<file path="src/rtl/filter_kernel_fetcher.sv">
// Filter kernel fetcher: walks a run of 3x3x3 kernels in the filter memory, issues one
// byte read per clock, absorbs the read latency and presents each packed kernel to the
// conv engine over a valid/ready handshake.
module filter_kernel_fetcher #(
  parameter int unsigned DATA_W      = 8,
  parameter int unsigned ADDR_W      = 9,
  parameter int unsigned KERNEL_SIZE = 27,
  parameter int unsigned NUM_KERNELS = 8,
  parameter int unsigned BASE_ADDR   = 0,
  parameter int unsigned RD_LAT      = 1
) (
  input  logic                          i_clk,
  input  logic                          i_reset_n,
  input  logic                          i_start,
  input  logic [2:0]                    i_first_kernel,
  input  logic [3:0]                    i_num_kernels,
  output logic [ADDR_W-1:0]             o_mem_addr,
  output logic                          o_mem_en,
  input  logic [DATA_W-1:0]             i_mem_data,
  output logic [DATA_W*KERNEL_SIZE-1:0] o_kernel_data,
  output logic                          o_kernel_valid,
  input  logic                          i_kernel_ready,
  output logic                          o_busy,
  output logic                          o_done,
  output logic                          o_err
);

  localparam int unsigned IdxW = $clog2(KERNEL_SIZE);

  typedef enum logic [1:0] {StIdle, StFetch, StDrain, StHold} state_e;

  state_e                    r_state, w_state_nxt;
  logic [3:0]                r_k, w_k_nxt;
  logic [3:0]                r_remain, w_remain_nxt;
  logic [IdxW-1:0]           r_idx, w_idx_nxt;
  logic [ADDR_W-1:0]         r_mem_addr, w_addr_nxt;
  logic                      r_mem_en, w_en_nxt;
  logic                      r_kernel_valid, w_valid_nxt;
  logic                      r_done, w_done_nxt;
  logic                      r_err, w_err_nxt;
  logic [DATA_W*KERNEL_SIZE-1:0] r_kernel_data;

  // In-flight reads: {valid, slot} travels alongside the memory's latency.
  logic [RD_LAT-1:0]         r_pipe_vld;
  logic [IdxW-1:0]           r_pipe_idx [RD_LAT];

  logic [4:0]                w_end_kernel;
  logic                      w_start_ok;
  logic                      w_pipe_busy;

  function automatic logic [ADDR_W-1:0] kernel_base(input logic [3:0] k);
    return ADDR_W'(BASE_ADDR) + ADDR_W'(k) * ADDR_W'(KERNEL_SIZE);
  endfunction

  assign w_end_kernel = {2'b00, i_first_kernel} + {1'b0, i_num_kernels};
  assign w_start_ok   = (i_num_kernels != 4'd0) && (w_end_kernel <= 5'(NUM_KERNELS));
  assign w_pipe_busy  = |r_pipe_vld;

  // Next-state and next-output logic for the fetch sequencer.
  always_comb begin
    w_state_nxt  = r_state;
    w_k_nxt      = r_k;
    w_remain_nxt = r_remain;
    w_idx_nxt    = r_idx;
    w_addr_nxt   = r_mem_addr;
    w_en_nxt     = 1'b0;
    w_valid_nxt  = r_kernel_valid;
    w_done_nxt   = 1'b0;
    w_err_nxt    = 1'b0;
    unique case (r_state)
      StIdle: begin
        if (i_start) begin
          if (w_start_ok) begin
            w_k_nxt      = {1'b0, i_first_kernel};
            w_remain_nxt = i_num_kernels;
            w_idx_nxt    = '0;
            w_addr_nxt   = kernel_base({1'b0, i_first_kernel});
            w_en_nxt     = 1'b1;
            w_state_nxt  = StFetch;
          end else begin
            w_err_nxt = 1'b1;
          end
        end
      end
      StFetch: begin
        if (r_idx == IdxW'(KERNEL_SIZE - 1)) begin
          w_state_nxt = StDrain;
        end else begin
          w_idx_nxt  = r_idx + 1'b1;
          w_addr_nxt = r_mem_addr + 1'b1;
          w_en_nxt   = 1'b1;
        end
      end
      StDrain: begin
        // Wait until every outstanding read has landed in its slot.
        if (!w_pipe_busy) begin
          w_valid_nxt = 1'b1;
          w_state_nxt = StHold;
        end
      end
      StHold: begin
        if (i_kernel_ready) begin
          w_valid_nxt = 1'b0;
          if (r_remain > 4'd1) begin
            w_remain_nxt = r_remain - 1'b1;
            w_k_nxt      = r_k + 1'b1;
            w_idx_nxt    = '0;
            w_addr_nxt   = kernel_base(r_k + 1'b1);
            w_en_nxt     = 1'b1;
            w_state_nxt  = StFetch;
          end else begin
            w_done_nxt  = 1'b1;
            w_state_nxt = StIdle;
          end
        end
      end
      default: w_state_nxt = StIdle;
    endcase
  end

  // State and registered outputs.
  always_ff @(posedge i_clk or negedge i_reset_n) begin
    if (!i_reset_n) begin
      r_state        <= StIdle;
      r_k            <= '0;
      r_remain       <= '0;
      r_idx          <= '0;
      r_mem_addr     <= '0;
      r_mem_en       <= 1'b0;
      r_kernel_valid <= 1'b0;
      r_done         <= 1'b0;
      r_err          <= 1'b0;
    end else begin
      r_state        <= w_state_nxt;
      r_k            <= w_k_nxt;
      r_remain       <= w_remain_nxt;
      r_idx          <= w_idx_nxt;
      r_mem_addr     <= w_addr_nxt;
      r_mem_en       <= w_en_nxt;
      r_kernel_valid <= w_valid_nxt;
      r_done         <= w_done_nxt;
      r_err          <= w_err_nxt;
    end
  end

  // Read-latency pipeline: tags each issued address with its slot index.
  always_ff @(posedge i_clk or negedge i_reset_n) begin
    if (!i_reset_n) begin
      r_pipe_vld <= '0;
      for (int j = 0; j < RD_LAT; j++) r_pipe_idx[j] <= '0;
    end else begin
      r_pipe_vld[0] <= r_mem_en;
      r_pipe_idx[0] <= r_idx;
      for (int j = 1; j < RD_LAT; j++) begin
        r_pipe_vld[j] <= r_pipe_vld[j-1];
        r_pipe_idx[j] <= r_pipe_idx[j-1];
      end
    end
  end

  // Write returning read data in place into its weight slot.
  always_ff @(posedge i_clk or negedge i_reset_n) begin
    if (!i_reset_n) begin
      r_kernel_data <= '0;
    end else if (r_pipe_vld[RD_LAT-1]) begin
      r_kernel_data[r_pipe_idx[RD_LAT-1]*DATA_W +: DATA_W] <= i_mem_data;
    end
  end

  assign o_mem_addr     = r_mem_addr;
  assign o_mem_en       = r_mem_en;
  assign o_kernel_data  = r_kernel_data;
  assign o_kernel_valid = r_kernel_valid;
  assign o_busy         = (r_state != StIdle);
  assign o_done         = r_done;
  assign o_err          = r_err;

endmodule

</file>
<file path="config.mk">
export PLATFORM = sky130hd
export DESIGN_NAME = filter_kernel_fetcher
export DESIGN_NICKNAME = d
export VERILOG_FILES = /design/src/rtl/filter_kernel_fetcher.sv
export SDC_FILE = /design/constraint.sdc
export NUM_CORES = 1
export LEC_CHECK = 0
export CAP_MARGIN = 15
export CORE_UTILIZATION = 46
export DETAILED_ROUTE_END_ITERATION = 6
export GPL_TIMING_DRIVEN = 0
export PLACE_DENSITY = 0.85
export SYNTH_ARGS = -nofsm -noshare
export SYNTH_HDL_FRONTEND = slang
export SYNTH_SLANG_ARGS = --single-unit
</file>
<file path="constraint.sdc">
create_clock -name i_clk -period 3.4 [get_ports i_clk]
set_input_delay 0.51 -clock i_clk [delete_from_list [all_inputs] [get_ports i_clk]]
set_output_delay 0.51 -clock i_clk [all_outputs]
set_load 0.01 [all_outputs]
</file>
# Word level (Yosys, flattened, before mapping)
# Index checks and enable logic that the tools add are counted.
# totals
word_cells	91
inputBits	19
out_inout_bits	230
reg_bits	250
# op_classes
n_reduce_logical	11
n_mux	45
add_sub_neg	6
eq_ne	11
mul	2
n_lt_le_gt_ge	2
shifts	2
# ops
operator	count
216-bit bitwise mux	1
8-bit by 34-bit variable shift with 216-bit output, first input constant	1
8-bit by 34-bit variable part select with 216-bit output	1
9-bit two-way mux	5
8-bit negator with 34-bit output	1
4-bit two-way mux	8
9-bit case mux with 3 select lines	1
5-bit two-way mux	5
4-bit case mux with 2 select lines	2
5-bit case mux with 3 select lines	1
1-bit two-way mux	14
2-bit != test, second input constant	7
2-bit two-way mux	5
5-bit AND reduction	2
9-bit by 1-bit adder with 9-bit output, second input constant	1
4-bit by 5-bit multiplier with 9-bit output, second input constant	1
3-bit by 5-bit multiplier with 8-bit output, second input constant	1
2-bit case mux with 4 select lines	1
6-bit AND reduction	1
2-bit nonzero test	3
3-bit by 4-bit adder with 5-bit output	1
5-bit by 1-bit adder with 5-bit output, second input constant	1
5-bit == test, second input constant	1
5-bit by 4-bit <= comparator with 1-bit output, second input constant	1
other kinds (12)	13

# Logic depth before layout (Yosys ltp)
# Gate-level depths: netlist of run 1.
# depth
depth_word	6
mapped_depth	14
mapped_depth_nobuf	14

# Least setup slack after synthesis of run 1
# OpenSTA, ideal clock, no wires.
# synth_timing
kind	register to register
startpoint	register r_k[0]
endpoint	register r_mem_addr[7] (netlist: o_mem_addr[7])
path_slack_ns	0.230
arrival_ns	3.046
required_time_ns	3.276
stages_incl_launch_ff	15
path_buffers	0
setup_ns	0.124
period_less_slack_ns	3.170
cell_sequence	dfrtp_1 -> inv_1 -> ha_1 -> inv_1 -> ha_1 -> inv_1 -> fa_1 -> inv_1 -> ha_1 -> nand4_1 -> a211oi_1 -> xor2_1 -> a22oi_1 -> o22ai_1 -> a211o_1
# synth_between
elab_chain_len	5
# synth_lines
element	line	text
start: declaration	33	logic [3:0] r_k, w_k_nxt;
start signal: assignment	135	r_k <= w_k_nxt;
4-bit by 1-bit adder with 4-bit output	108	w_addr_nxt = kernel_base(r_k + 1'b1);
4-bit by 5-bit multiplier with 9-bit output	52	return ADDR_W'(BASE_ADDR) + ADDR_W'(k) * ADDR_W'(KERNEL_SIZE);
9-bit two-way mux	104	if (r_remain > 4'd1) begin
9-bit two-way mux	102	if (i_kernel_ready) begin
9-bit case mux with 3 select lines	70	unique case (r_state)
end signal: assignment	138	r_mem_addr <= w_addr_nxt;
end: declaration	36	logic [ADDR_W-1:0] r_mem_addr, w_addr_nxt;
# No other way between the ends. The select of a mux whose other input is x is not followed.
# A chain may end at the register's enable or synchronous reset.

# Worst setup path after layout of run 1
# Ends and elaborated chain as after synthesis.

==> flow_summary_export.csv, run 1 <==
group,metric,value,unit
run_status,outcome,"finished, final reports clean",
synth,syn-mean-instance-area,9.24,um^2
global_routing,grt_start_max_net_pins,115,
synth,synth_top_cell_by_area,"dfrtp_1",
final_layout,seqCellArea,6260,um^2
synth,ys_types,63,
floorplan,core,24400,um^2
synth,yosysWarnings,0,
route,antenna_left,0,
timing,finalHoldViolCount,0,
clock_network,clock_path_buffers,3,
final_layout,finalNonFillerCells,1855,
synth,ys.flop_type,"dfrtp_1",
final_layout,final_nets,1573,
route,wl_per_cell,18.4,um
floorplan,ioPinCount,249,
floorplan,die_height,160,um
synth,ys_ff_latch,250,
pwr,pwr-share-clk,0.220,
final_layout,final_util,0.627,
floorplan,start_util,0.471,
run,drv_cap,0,
route,avgViaCountPerCell,5.54,
timing,fin_worst_skew,0.0138,ns
clock_network,cts_max_level,1,
worst_setup_path,r2r_setup_slack,0.1,ns
worst_setup_path,end_kind,"flop",
final_layout,multi_input_area,4670,um^2
clock_network,cts_root_buf,"clkbuf_16",
worst_setup_path,crit_type,"flop to flop",
final_layout,drive_gt1_frac,0.0679,
worst_setup_path,cp.arrival,3.70,ns
placement,dp_hpwl,24.3,mm
synth,yosysTopAreaCellShare,0.545,
worst_setup_path,r2r.worst_path.cells,14,
timing,max_slew_margin,0.496,
placement,post-place-cells,1808,
synth,synth_edf_count,0,
global_routing,antenna_found_initial,0,
pwr,seq_power_share,0.328,
synth,ys_seq_area_frac,0.545,
pwr,p_int,8.06,mW
clock_network,clk_latency,0.52,ns
timing,worst_pin_slew,0.756,ns
route,first_pass_iters,5,
timing,period_share,0.971,
timing,layout_setup_ws,0.0992,ns
worst_setup_path,cp_max_fo,5,
timing,rsz0062_at_grt,"true",
floorplan,dieArea,25600,um^2
synth,ys_top_cells_by_area,"dfrtp_1 55%, o21ai_0 9.3%, nand2_1 9.1%, nand3_1 3.9%, ha_1 3.8%",
synth,async_reset_ff_frac,1.00,
global_routing,gr-total-overflow,0,
timing,fmax,303,MHz
placement,dpl_worst_slack,-0.706,ns
route,drt_wl_total,34.0,mm
floorplan,rows,57,
worst_setup_path,r2r_end,"o_mem_addr[7]",
route,post-route-drc-count,0,
final_layout,nFillCells,1922,
pwr,p_sw_frac,0.376,
worst_setup_path,start_kind,"flop",
timing,drv_slew,0,
placement,placed_area,14300,um^2
clock_network,cts_buffers,26,
pwr,pwr_density_cell,844,nW/um^2
pwr,p_comb_frac,0.452,
worst_setup_path,required,3.80,ns
global_routing,grt_pass1_wl,54.3,mm
pwr,p_sw,4.86,mW
final_layout,post-route-cell-area,15300,um^2
clock_network,clkSinkCount,250,
pwr,power_leakage,6.87,nW
synth,syn_inst,1242,
timing,final-setup-viol-count,0,
placement,port_buffers,240,
final_layout,antenna_cells,0,
global_routing,grt_pass1_vias,10100,
clock_network,clkTransAtPathRegs,0.06,ns
min_path,hold_class,"input pin to asynchronous set/reset pin",
synth,syn_nets,1300,
pwr,peakVddDrop,0.707,mV
placement,gp_congestion,0.897,
timing,fin_crit,3.30,ns
floorplan,die_w,160,um
synth,syn_area,11500,um^2
final_layout,area_delta_synth_final,33.3,%
global_routing,grt_usage,0.266,
worst_setup_path,r2r-start,"r_k[0]",
route,drtIter0Drc,835,
route,via_count,10300,
clock_network,cts_tree,"done",
layout by cell type, fill, tap and decap left out, types with 19 or more instances in the layout:
master	count
clkbuf_1	35
nand3_1	89
nand2_1	279
clkbuf_16	27
nor2_1	35
clkdlybuf4s50_1	239
o21ai_0	213
ha_1	33
inv_1	90
buf_2	19
dfrtp_1	247
per-stage QoR:
step / hold slack (ns) / total power [mW] / TNS [ns]
global placement: 0.408 / 9.57 / -2098.98
global route: 0.443 / 13.7 / -0.0869
finish: 0.445 / 12.9 / 0
CTS: 0.433 / 12.7 / -0.0392
detailed placement: 0.397 / 9.76 / -9.57
floorplan: 0.214 / 7.39 / 0
worst max path at each step:
stage | start | to | slack, ns | cells past startpoint
2_1_floorplan | r_k[0] | o_mem_addr[7] | 0.23 | 14
3_3_place_gp | i_reset_n | o_mem_addr[2] | -8.39 | 1
3_5_place_dp | i_first_kernel[0] | o_mem_addr[6] | -0.71 | 11
4_1_cts | r_k[0] | o_mem_addr[7] | -0.02 | 14
5_1_grt | r_k[0] | o_mem_addr[7] | -0.04 | 14
6_report | r_k[0] | o_mem_addr[7] | 0.1 | 14
flip-flops by register name, indices dropped and copies added, names as in the netlist:
signal	flops
o_done	1
o_err	1
o_kernel_data	216
o_kernel_valid	1
o_mem_addr	9
o_mem_en	1
r_idx	5
r_k	4
r_pipe_idx	5
r_pipe_vld	1
r_remain	4
r_state	2
critical path, stage by stage (launching register included):
cell,delay [ns]
dfrtp_2,0.38
buf_4,0.15
nand3_1,0.14
xnor2_2,0.20
ha_1,0.29
inv_1,0.05
fa_1,0.53
inv_1,0.06
ha_4,0.28
nand4_1,0.14
a211oi_2,0.30
xor2_1,0.13
a22oi_1,0.16
o22ai_1,0.11
a211o_1,0.24
layer usage:
layer  global-route usage  wire length (um)  vias to the layer above
met5                    0                 0                        -
met4                0.114              1320                        0
met3               0.0429              2350                       93
met2                0.445             16600                      441
met1                0.342             13800                     5003
li1                     -                 -                     4748
cell usage after synthesis (3+ instances only):
cell type	n
o21ai_0	213
nand2b_1	7
a211oi_1	6
mux2_2	4
clkbuf_1	36
a22oi_1	3
or4b_2	4
a21oi_1	16
buf_1	10
inv_1	90
nor3_4	4
o31ai_1	13
nor2_2	3
xnor2_1	8
or3_1	7
a211o_1	5
and3_1	4
o41ai_1	8
dfrtp_1	250
a31oi_1	3
ha_1	35
nor2b_1	7
nand3_1	89
buf_2	18
nor2_1	38
nor3_1	12
xor2_1	7
nor3b_1	3
nand4_1	6
nand2_1	279
mux2i_1	4
fa_1	4
a21o_1	5
a221oi_1	4
power groups by stage:
| stage | combinational (mW) | clock [mW] | sequential [mW] |
|---|---|---|---|
| after floorplan | 2.94 | 0 | 4.44 |
| after global placement | 5.34 | 0 | 4.23 |
| after detailed placement | 5.51 | 0 | 4.25 |
| after CTS | 5.61 | 2.88 | 4.22 |
| after global routing | 6.40 | 3.01 | 4.31 |
| final | 5.85 | 2.84 | 4.24 |
cell type report:
| class | instances | share of cell area |
|---|---|---|
| inverter | 91 | 0.0223 |
| multi-input combinational | 835 | 0.305 |
| timing repair buffer | 247 | 0.164 |
| sequential | 250 | 0.409 |
| clock buffer | 38 | 0.0501 |
| tap | 324 | 0.0265 |
| buffer | 64 | 0.0180 |
| clock inverter | 6 | 0.00540 |
what timing repair did:
action	CTS	global route
setup endpoints to repair	77	142
hold endpoints to repair	32	0
gates resized for setup	7	15
buffers inserted	0	4
pin swaps	0	5
cloned	0	0
hold buffers	1	0
cells by family after synthesis:
group / Yosys count / share of synthesized area
compound gates: 294 / 0.146
buf+inv: 157 / 0.0540
simple gates: 478 / 0.190
mux: 8 / 0.00741
fa+ha+maj: 39 / 0.0451
xor+xnor: 16 / 0.0129
flops: 250 / 0.545
Note: power is estimated with default switching activity, not from simulation.
==> run 2, diff against run 1 <==
--- a/config.mk
+++ b/config.mk
@@ -7,6 +7,7 @@
 export LEC_CHECK = 0
 export CAP_MARGIN = 15
 export CORE_UTILIZATION = 46
+export CTS_CLUSTER_DIAMETER = 150
 export DETAILED_ROUTE_END_ITERATION = 6
 export GPL_TIMING_DRIVEN = 0
 export PLACE_DENSITY = 0.85
==> results of run 2 <==
No change in the layout: final DEF, timing and power equal those of run 1.
